==> src/rtl/sw_debounce_reader.sv <==
// Two-flop synchronizer plus per-bit debounce for slide switches, publishing each
// debounced change as a valid/ready event carrying the new word and a sticky change mask.
module sw_debounce_reader #(
  parameter int WIDTH           = 8,
  parameter int DEBOUNCE_CYCLES = 1000
) (
  input  logic             clk,
  input  logic             rst_n,
  input  logic [WIDTH-1:0] sw,
  output logic [WIDTH-1:0] sw_stable,
  output logic             chg_valid,
  output logic [WIDTH-1:0] chg_data,
  output logic [WIDTH-1:0] chg_mask,
  input  logic             chg_ready,
  output logic             chg_overrun
);

  localparam int CW = $clog2(DEBOUNCE_CYCLES);
  localparam logic [CW-1:0] CNT_LAST = CW'(DEBOUNCE_CYCLES - 1);

  typedef enum logic {
    IDLE    = 1'b0,
    PENDING = 1'b1
  } state_t;

  logic [WIDTH-1:0]         s1_q;
  logic [WIDTH-1:0]         s_q;
  logic [WIDTH-1:0]         stable_q;
  logic [WIDTH-1:0]         stable_d;
  logic [WIDTH-1:0]         flip_s;
  logic [WIDTH-1:0][CW-1:0] cnt_q;
  logic [WIDTH-1:0][CW-1:0] cnt_d;
  state_t                   state_q;
  state_t                   state_d;
  logic [WIDTH-1:0]         data_q;
  logic [WIDTH-1:0]         data_d;
  logic [WIDTH-1:0]         mask_q;
  logic [WIDTH-1:0]         mask_d;
  logic                     ovr_q;
  logic                     ovr_d;

  // Per-bit debounce: a bit is accepted only after DEBOUNCE_CYCLES consecutive disagreeing samples.
  always_comb begin
    stable_d = stable_q;
    cnt_d    = cnt_q;
    flip_s   = {WIDTH{1'b0}};
    for (int i = 0; i < WIDTH; i++) begin
      if (s_q[i] == stable_q[i]) begin
        cnt_d[i] = {CW{1'b0}};
      end else if (cnt_q[i] == CNT_LAST) begin
        stable_d[i] = s_q[i];
        cnt_d[i]    = {CW{1'b0}};
        flip_s[i]   = 1'b1;
      end else begin
        cnt_d[i] = cnt_q[i] + CW'(1);
      end
    end
  end

  // Event register next-state: consume and reload may happen on the same edge.
  always_comb begin
    state_d = state_q;
    data_d  = data_q;
    mask_d  = mask_q;
    ovr_d   = ovr_q;
    case (state_q)
      IDLE: begin
        if (|flip_s) begin
          state_d = PENDING;
          data_d  = stable_d;
          mask_d  = flip_s;
        end else begin
          state_d = IDLE;
        end
      end
      PENDING: begin
        if (chg_ready) begin
          if (|flip_s) begin
            data_d = stable_d;
            mask_d = flip_s;
          end else begin
            state_d = IDLE;
            mask_d  = {WIDTH{1'b0}};
          end
        end else begin
          if (|flip_s) begin
            // Unconsumed event absorbs the new change; mask accumulates.
            data_d = stable_d;
            mask_d = mask_q | flip_s;
            ovr_d  = 1'b1;
          end else begin
            state_d = PENDING;
          end
        end
      end
      default: begin
        state_d = IDLE;
        mask_d  = {WIDTH{1'b0}};
      end
    endcase
  end

  // State registers; reset baseline is all switches low.
  always_ff @(posedge clk or negedge rst_n) begin
    if (!rst_n) begin
      s1_q     <= {WIDTH{1'b0}};
      s_q      <= {WIDTH{1'b0}};
      stable_q <= {WIDTH{1'b0}};
      cnt_q    <= '0;
      state_q  <= IDLE;
      data_q   <= {WIDTH{1'b0}};
      mask_q   <= {WIDTH{1'b0}};
      ovr_q    <= 1'b0;
    end else begin
      s1_q     <= sw;
      s_q      <= s1_q;
      stable_q <= stable_d;
      cnt_q    <= cnt_d;
      state_q  <= state_d;
      data_q   <= data_d;
      mask_q   <= mask_d;
      ovr_q    <= ovr_d;
    end
  end

  assign sw_stable   = stable_q;
  assign chg_valid   = (state_q == PENDING);
  assign chg_data    = data_q;
  assign chg_mask    = mask_q;
  assign chg_overrun = ovr_q;

endmodule

==> config.mk <==
export PLATFORM = sky130hd
export DESIGN_NAME = sw_debounce_reader
export DESIGN_NICKNAME = d
export VERILOG_FILES = /design/src/rtl/sw_debounce_reader.sv
export SDC_FILE = /design/constraint.sdc
export NUM_CORES = 1
export LEC_CHECK = 0
export BUFFER_PORTS_ARGS = -buffer_cell sky130_fd_sc_hd__buf_2
export CORE_MARGIN = 4
export CORE_UTILIZATION = 60
export CTS_CLUSTER_SIZE = 10
export DETAILED_ROUTE_END_ITERATION = 12
export GPL_TIMING_DRIVEN = 0
export MAX_ROUTING_LAYER = met4
export PLACE_DENSITY = 0.79
export REMOVE_ABC_BUFFERS = 1
export SYNTH_ARGS = -nofsm -noshare
export SYNTH_HDL_FRONTEND = slang
export SYNTH_SLANG_ARGS = --single-unit
==> constraint.sdc <==
create_clock -name clk -period 2.1 [get_ports clk]
set_input_delay 0.21 -clock clk [delete_from_list [all_inputs] [get_ports clk]]
set_output_delay 0.21 -clock clk [all_outputs]
set_load 0.05 [all_outputs]
==> flow_metrics.env, run 1 <==
export IMPL_timing_final_crit_share=0.971
export IMPL_tightest_slew_ps=489
export IMPL_grt_ovfl_total=0
export IMPL_layout_common_cells="122 x dfrtp_1, 87 x nor2_1, 35 x nand3_1, 35 x xor2_1, 35 x buf_2"
export IMPL_post_place_cells=598
export IMPL_ys_types=36
export IMPL_final_area_mm2=0.00642
export IMPL_n_fill_cell=492
export IMPL_leakagePower_uw=0.00296
export IMPL_synth_largest_area_cell="dfrtp_1"
export IMPL_rsz0062_at_grt="true"
export IMPL_grt_pass1_wl_um=17700
export IMPL_gp_congestion=0.814
export IMPL_cts_sinks=122
export IMPL_vias=3536
export IMPL_cts_path_max_buffers=2
export IMPL_root_buffer="clkbuf_8"
export IMPL_seqCellArea_mm2=0.00305
export IMPL_critical_path_arrival_ps=2430
export IMPL_antenna_found_initial=0
export IMPL_hold_path_class="input pin to flip-flop"
export IMPL_multi_input_area_mm2=0.00218
export IMPL_nNetsFinal=547
export IMPL_yosysTopAreaCellShare=0.585
export IMPL_clock_fmax_ghz=0.490
export IMPL_required_ps=2490
export IMPL_fp_row_count=33
export IMPL_io_pin_count=37
export IMPL_drc=0
export IMPL_clock_skew_ps=12.5
export IMPL_p_total_uw=5730
export IMPL_fin_cells=646
export IMPL_hold_ws_ps=101
export IMPL_synth_area_mm2=0.00522
export IMPL_synth_seq_area_share=0.585
export IMPL_cts_tree="done"
export IMPL_fp_dieH_um=101
export IMPL_maxSlewViolCount=0
export IMPL_clk_pin_slew_ps=50
export IMPL_dr_pass1_iters=4
export IMPL_post_dp_hpwl_um=6230
export IMPL_cellPowerDensity_mw_per_mm2=894
export IMPL_wirelength_um=10300
export IMPL_synthCells=464
export IMPL_antenna_cells=0
export IMPL_grt_pass1_vias=3778
export IMPL_finalSetupViolCount=0
export IMPL_wl_per_cell_um=16.0
export IMPL_vdd_drop_max_mv=0.815
export IMPL_fin_crit_ps=2040
export IMPL_numCtsBuffers=17
export IMPL_routed_via_density=5.47
export IMPL_syn_area_per_cell_um2=11.3
export IMPL_fp_coreArea_mm2=0.00834
export IMPL_worstSetupPathType="flip-flop to flip-flop"
export IMPL_cp_max_fo=10
export IMPL_grt_usage=0.232
export IMPL_dieArea_mm2=0.0103
export IMPL_dieWidth_um=101
export IMPL_drtIter0Drc=119
export IMPL_port_buffers=36
export IMPL_ys_seq_elements=122
export IMPL_layout_commonest_cell="dfrtp_1"
export IMPL_drive_gt1_frac=0.214
export IMPL_end_kind="flip-flop"
export IMPL_grt_max_degree=71
export IMPL_yosys_top_cells_area="dfrtp_1 58%, nor2_1 6.3%, xor2_1 5.9%"
export IMPL_area_growth_pct=22.9
export IMPL_clock_latency_ps=520
export IMPL_h_tree_depth=4
export IMPL_relSlewSlack=0.674
export IMPL_ant_nets=0
export IMPL_place_area_mm2=0.00554
export IMPL_yosysWarnings=0
export IMPL_start_util=0.626
export IMPL_status="finished, final reports clean"
export IMPL_final_hold_viol_count=0
export IMPL_drv_cap=0
export IMPL_start_kind="flip-flop"
[sequential cells by signal, indices dropped and copies added (netlist names)]
name / count
chg_overrun: 1
sw_stable: 8
chg_mask: 8
cnt_q: 80
chg_data: 8
s_q: 8
chg_valid: 1
s1_q: 8
[through the flow]
step | utilization | worst slack [ps] | setup TNS [ps]
6_report | 0.769 | 60.6 | 0
5_1_grt | 0.769 | -19.7 | -177
4_1_cts | 0.761 | 6.49 | 0
3_5_place_dp | 0.664 | -211 | -2250
3_3_place_gp | 0.660 | -600 | -74220
2_1_floorplan | - | -19.3 | -155
[layer usage]
metal,up-vias,part of all wire,GRT usage
met5,-,0,-
met2,80,0.52,0.380
met1,1748,0.42,0.272
met3,19,0.040,0.0675
met4,0,0.017,0.0849
li1,1689,-,-
[cell families (layout without fill, tap and decap cells)]
logic type | Yosys count | count (layout) | synth area share
AND/OR/NAND/NOR | 203 | 203 | 0.198
flip-flops | 122 | 122 | 0.585
XOR/XNOR | 69 | 69 | 0.116
buffers and inverters | 29 | 106 | 0.0209
AO/OA/AOI/OAI | 17 | 17 | 0.0273
multiplexers | 16 | 16 | 0.0345
adder cells (fa/ha/maj) | 8 | 8 | 0.0192
[timing repair]
action	4_1_cts	5_1_grt
pin swaps	3	5
resized for setup	11	11
setup endpoints to repair	17	16
buffers inserted	5	2
endpoints found under the hold margin	60	0
hold buffers	9	0
[cell usage after synthesis, drive strengths merged]
cell     number
a2111oi       1
a21o          1
a21oi         3
a31oi         1
and2          1
and3         12
and4          2
and4bb        1
clkbuf        8
dfrtp       122
ha            8
inv          21
mux2         16
nand2        17
nand3        35
nand4        10
nand4b        4
nand4bb       2
nor2         87
nor2b         1
nor3          5
nor3b         1
nor4          7
nor4b         2
nor4bb        2
o21ai         5
o21bai        5
o2bb2ai       1
or2           9
or3           3
or4           2
xnor2        34
xor2         35
[final cells by class]
class,count,share of cell area
timing repair buffer,53,0.0556
sequential,122,0.476
multi-input combinational,313,0.340
inverter,21,0.0123
tap,105,0.0205
clock buffer,26,0.0792
clock inverter,6,0.0168
[final timing paths]
kind / slack (ps) / cells past startpoint / start / end
setup reg to reg: 60 / 6 / cnt_q[51] / chg_data[0]
min in group asynchronous: 210 / 2 / rst_n / cnt_q[5]
hold / removal: 100 / 3 / chg_ready / chg_overrun
hold reg to reg: 340 / 0 / s1_q[6] / s_q[6]
max in group asynchronous: 1210 / 3 / rst_n / chg_data[6]
setup / recovery: 60 / 6 / cnt_q[51] / chg_data[0]
[critical path, cell delays in order (launching register included)]
cell	delay, ps
dfrtp_1	370
ha_2	210
nand4b_1	130
or4_4	460
and4bb_4	260
nand2_8	130
mux2_2	350
[power by group]
| group | switching [µW] | internal, µW |
|---|---|---|
| Sequential | 60.3 | 2420 |
| Combinational | 181 | 99.9 |
| Clock | 979 | 1990 |
| Total | 1220 | 4510 |
Note: power is estimated with default switching activity, not from simulation.
==> inputs of run 2 (changes only) <==
Settings changed: CORE_UTILIZATION 60 to 50, PLACE_DENSITY 0.79 to 0.68.
==> flow_metrics.env, run 2 (synthesis gave the netlist of run 1 again) <==
export IMPL_clk_pin_slew_ps=60
export IMPL_layout_common_cells="120 x dfrtp_1, 87 x nor2_1, 35 x nand3_1, 35 x xor2_1, 35 x buf_2"
export IMPL_fin_ws_ps=76.4
export IMPL_grt_util_met3=0.0547
export IMPL_clockPowerShare=0.551
export IMPL_wl_per_cell_um=13.9
export IMPL_fp_row_count=37
export IMPL_status="finished, final reports clean"
export IMPL_post_dp_hpwl_um=5990
export IMPL_drtIter0Drc=131
export IMPL_h_tree_depth=4
export IMPL_cpMaxStageDelayCell="dfrtp_1"
export IMPL_fp_dieH_um=110
export IMPL_fin_crit_ps=2020
export IMPL_relSlewSlack=0.724
export IMPL_p_total_uw=6120
export IMPL_clock_fmax_ghz=0.494
export IMPL_critical_path_arrival_ps=2410
export IMPL_grt_ovfl_total=0
export IMPL_crit_top_cell="mux2_2"
export IMPL_globalRouteMet1Util=0.231
export IMPL_p_sw_frac=0.209
export IMPL_hold_path_class="input pin to flip-flop"
export IMPL_grt_pass1_wl_um=16300
export IMPL_gp_congestion=0.818
export IMPL_antenna_cells=0
export IMPL_dieArea_mm2=0.0121
export IMPL_finalSetupViolCount=0
export IMPL_cellPowerDensity_mw_per_mm2=926
export IMPL_grt_max_degree=79
export IMPL_grt_usage=0.181
export IMPL_reg2reg_slack_ps=80
export IMPL_worstHoldPathCells=3
export IMPL_end_kind="flip-flop"
export IMPL_drive_gt1_frac=0.228
export IMPL_routed_via_density=5.07
export IMPL_path_buf_inv=1
export IMPL_layout_commonest_cell="dfrtp_1"
export IMPL_wirelength_um=9480
export IMPL_crit_chain="ha_4 > nand4b_1 > nor4_4 > buf_4 > mux2_2 > mux2_2"
export IMPL_cp_max_fo=5
export IMPL_dieWidth_um=110
export IMPL_max_stage_delay_ps=410
export IMPL_grt_busiest_layer="met2"
export IMPL_nNetsFinal=551
export IMPL_leakagePower_uw=0.00302
export IMPL_cts_tree="done"
export IMPL_ant_nets=0
export IMPL_drv_cap=0
export IMPL_pwr_share_seq=0.405
export IMPL_hold_start="chg_ready"
export IMPL_p_comb_frac=0.044
export IMPL_place_ws_ps=-229
export IMPL_start_kind="flip-flop"
export IMPL_rr_worst_depth=6
export IMPL_antenna_found_initial=0
export IMPL_port_buffers=36
export IMPL_final_hold_viol_count=0
export IMPL_start_util=0.510
export IMPL_clock_skew_ps=7.29
export IMPL_drc=0
export IMPL_worstHoldEndpoint="chg_overrun"
export IMPL_vdd_drop_max_mv=0.474
export IMPL_area_growth_pct=26.5
export IMPL_rr_endpoint="chg_data[2]"
export IMPL_root_buffer="clkbuf_8"
export IMPL_crit_family="multiplexers"
export IMPL_fp_coreArea_mm2=0.0102
export IMPL_p_int_uw=4840
export IMPL_io_pin_count=37
export IMPL_p_sw_uw=1280
export IMPL_numCtsBuffers=17
export IMPL_maxSlewViolCount=0
export IMPL_timing_rr_start="cnt_q[21]"
export IMPL_largest_reg_flops=80
export IMPL_largest_register="cnt_q"
export IMPL_tightest_slew_ps=413
export IMPL_vias=3456
export IMPL_required_ps=2490
export IMPL_cts_sinks=122
export IMPL_dr_pass1_iters=4
export IMPL_worstSetupPathType="flip-flop to flip-flop"
export IMPL_cts_path_max_buffers=2
export IMPL_grt_util_met2=0.276
export IMPL_finalSetupTns_ps=0
export IMPL_timing_final_crit_share=0.964
export IMPL_grt_pass1_vias=3457
export IMPL_clock_latency_ps=510
==> run 2: cell count changes in the layout (fill, tap and decap cells not counted), moves of 3 or more <==
cell,before,now
clkbuf_8,7,2
bufinv_16,3,7
buf_4,7,10
clkbuf_1,3,0
clkinv_4,0,3
==> run 2: per-stage QoR <==
stage	cell area, µm²	std cells	utilization	hold slack [ps]
6_report	6610	681	0.646	121
5_1_grt	6610	681	0.646	102
4_1_cts	6470	674	0.633	110
3_5_place_dp	5570	629	0.545	161
3_3_place_gp	5540	628	0.542	317
2_1_floorplan	5190	456	-	-85.6
==> run 2: layer usage <==
metal,wire (µm),up-vias,part of all wire
met5,0,-,0
met2,4660,54,0.49
met4,75,0,0.0079
li1,-,1697,-
met3,423,10,0.045
met1,4320,1695,0.46
==> run 2: final cells by class <==
class,instances,area (µm²)
clock inverters,14,268
well taps,136,170
clock buffers,18,428
multi-input cells,314,2230
repair buffers,56,379
inverters,21,78.8
fillers,761,3630
flip-flops and latches,122,3060
==> run 2: worst max-delay path by stage <==
stage / start / endpoint / slack, ps / cells past startpoint
after floorplan: sw_stable[5] / chg_data[0] / -20 / 5
after global placement: rst_n / cnt_q[75] / -650 / 1
after detailed placement: cnt_q[10] / chg_data[3] / -230 / 6
after CTS: cnt_q[50] / chg_data[2] / 0.7 / 6
after global routing: cnt_q[21] / chg_data[2] / -20 / 6
final: cnt_q[21] / chg_data[2] / 80 / 6
==> run 2: power by group through the flow <==
stage          logic, µW  clock network, µW  registers, µW
3_3_place_gp         233                  0           2510
2_1_floorplan        103                  0           2550
5_1_grt              308               3560           2490
4_1_cts              267               3430           2470
6_report             268               3370           2480
3_5_place_dp         245                  0           2510
==> run 2: repair_timing <==
item	4_1_cts	5_1_grt
hold buffers	9	0
endpoints found under the setup margin	17	17
hold endpoints to repair	52	0
pin swaps	3	7
cloned	1	0
buffers inserted	3	7
gates resized for setup	11	14
==> run 2: worst min-delay path: stages <==
cell    delay, ps
buf_2         100
nor2_1         90
a21o_1        190
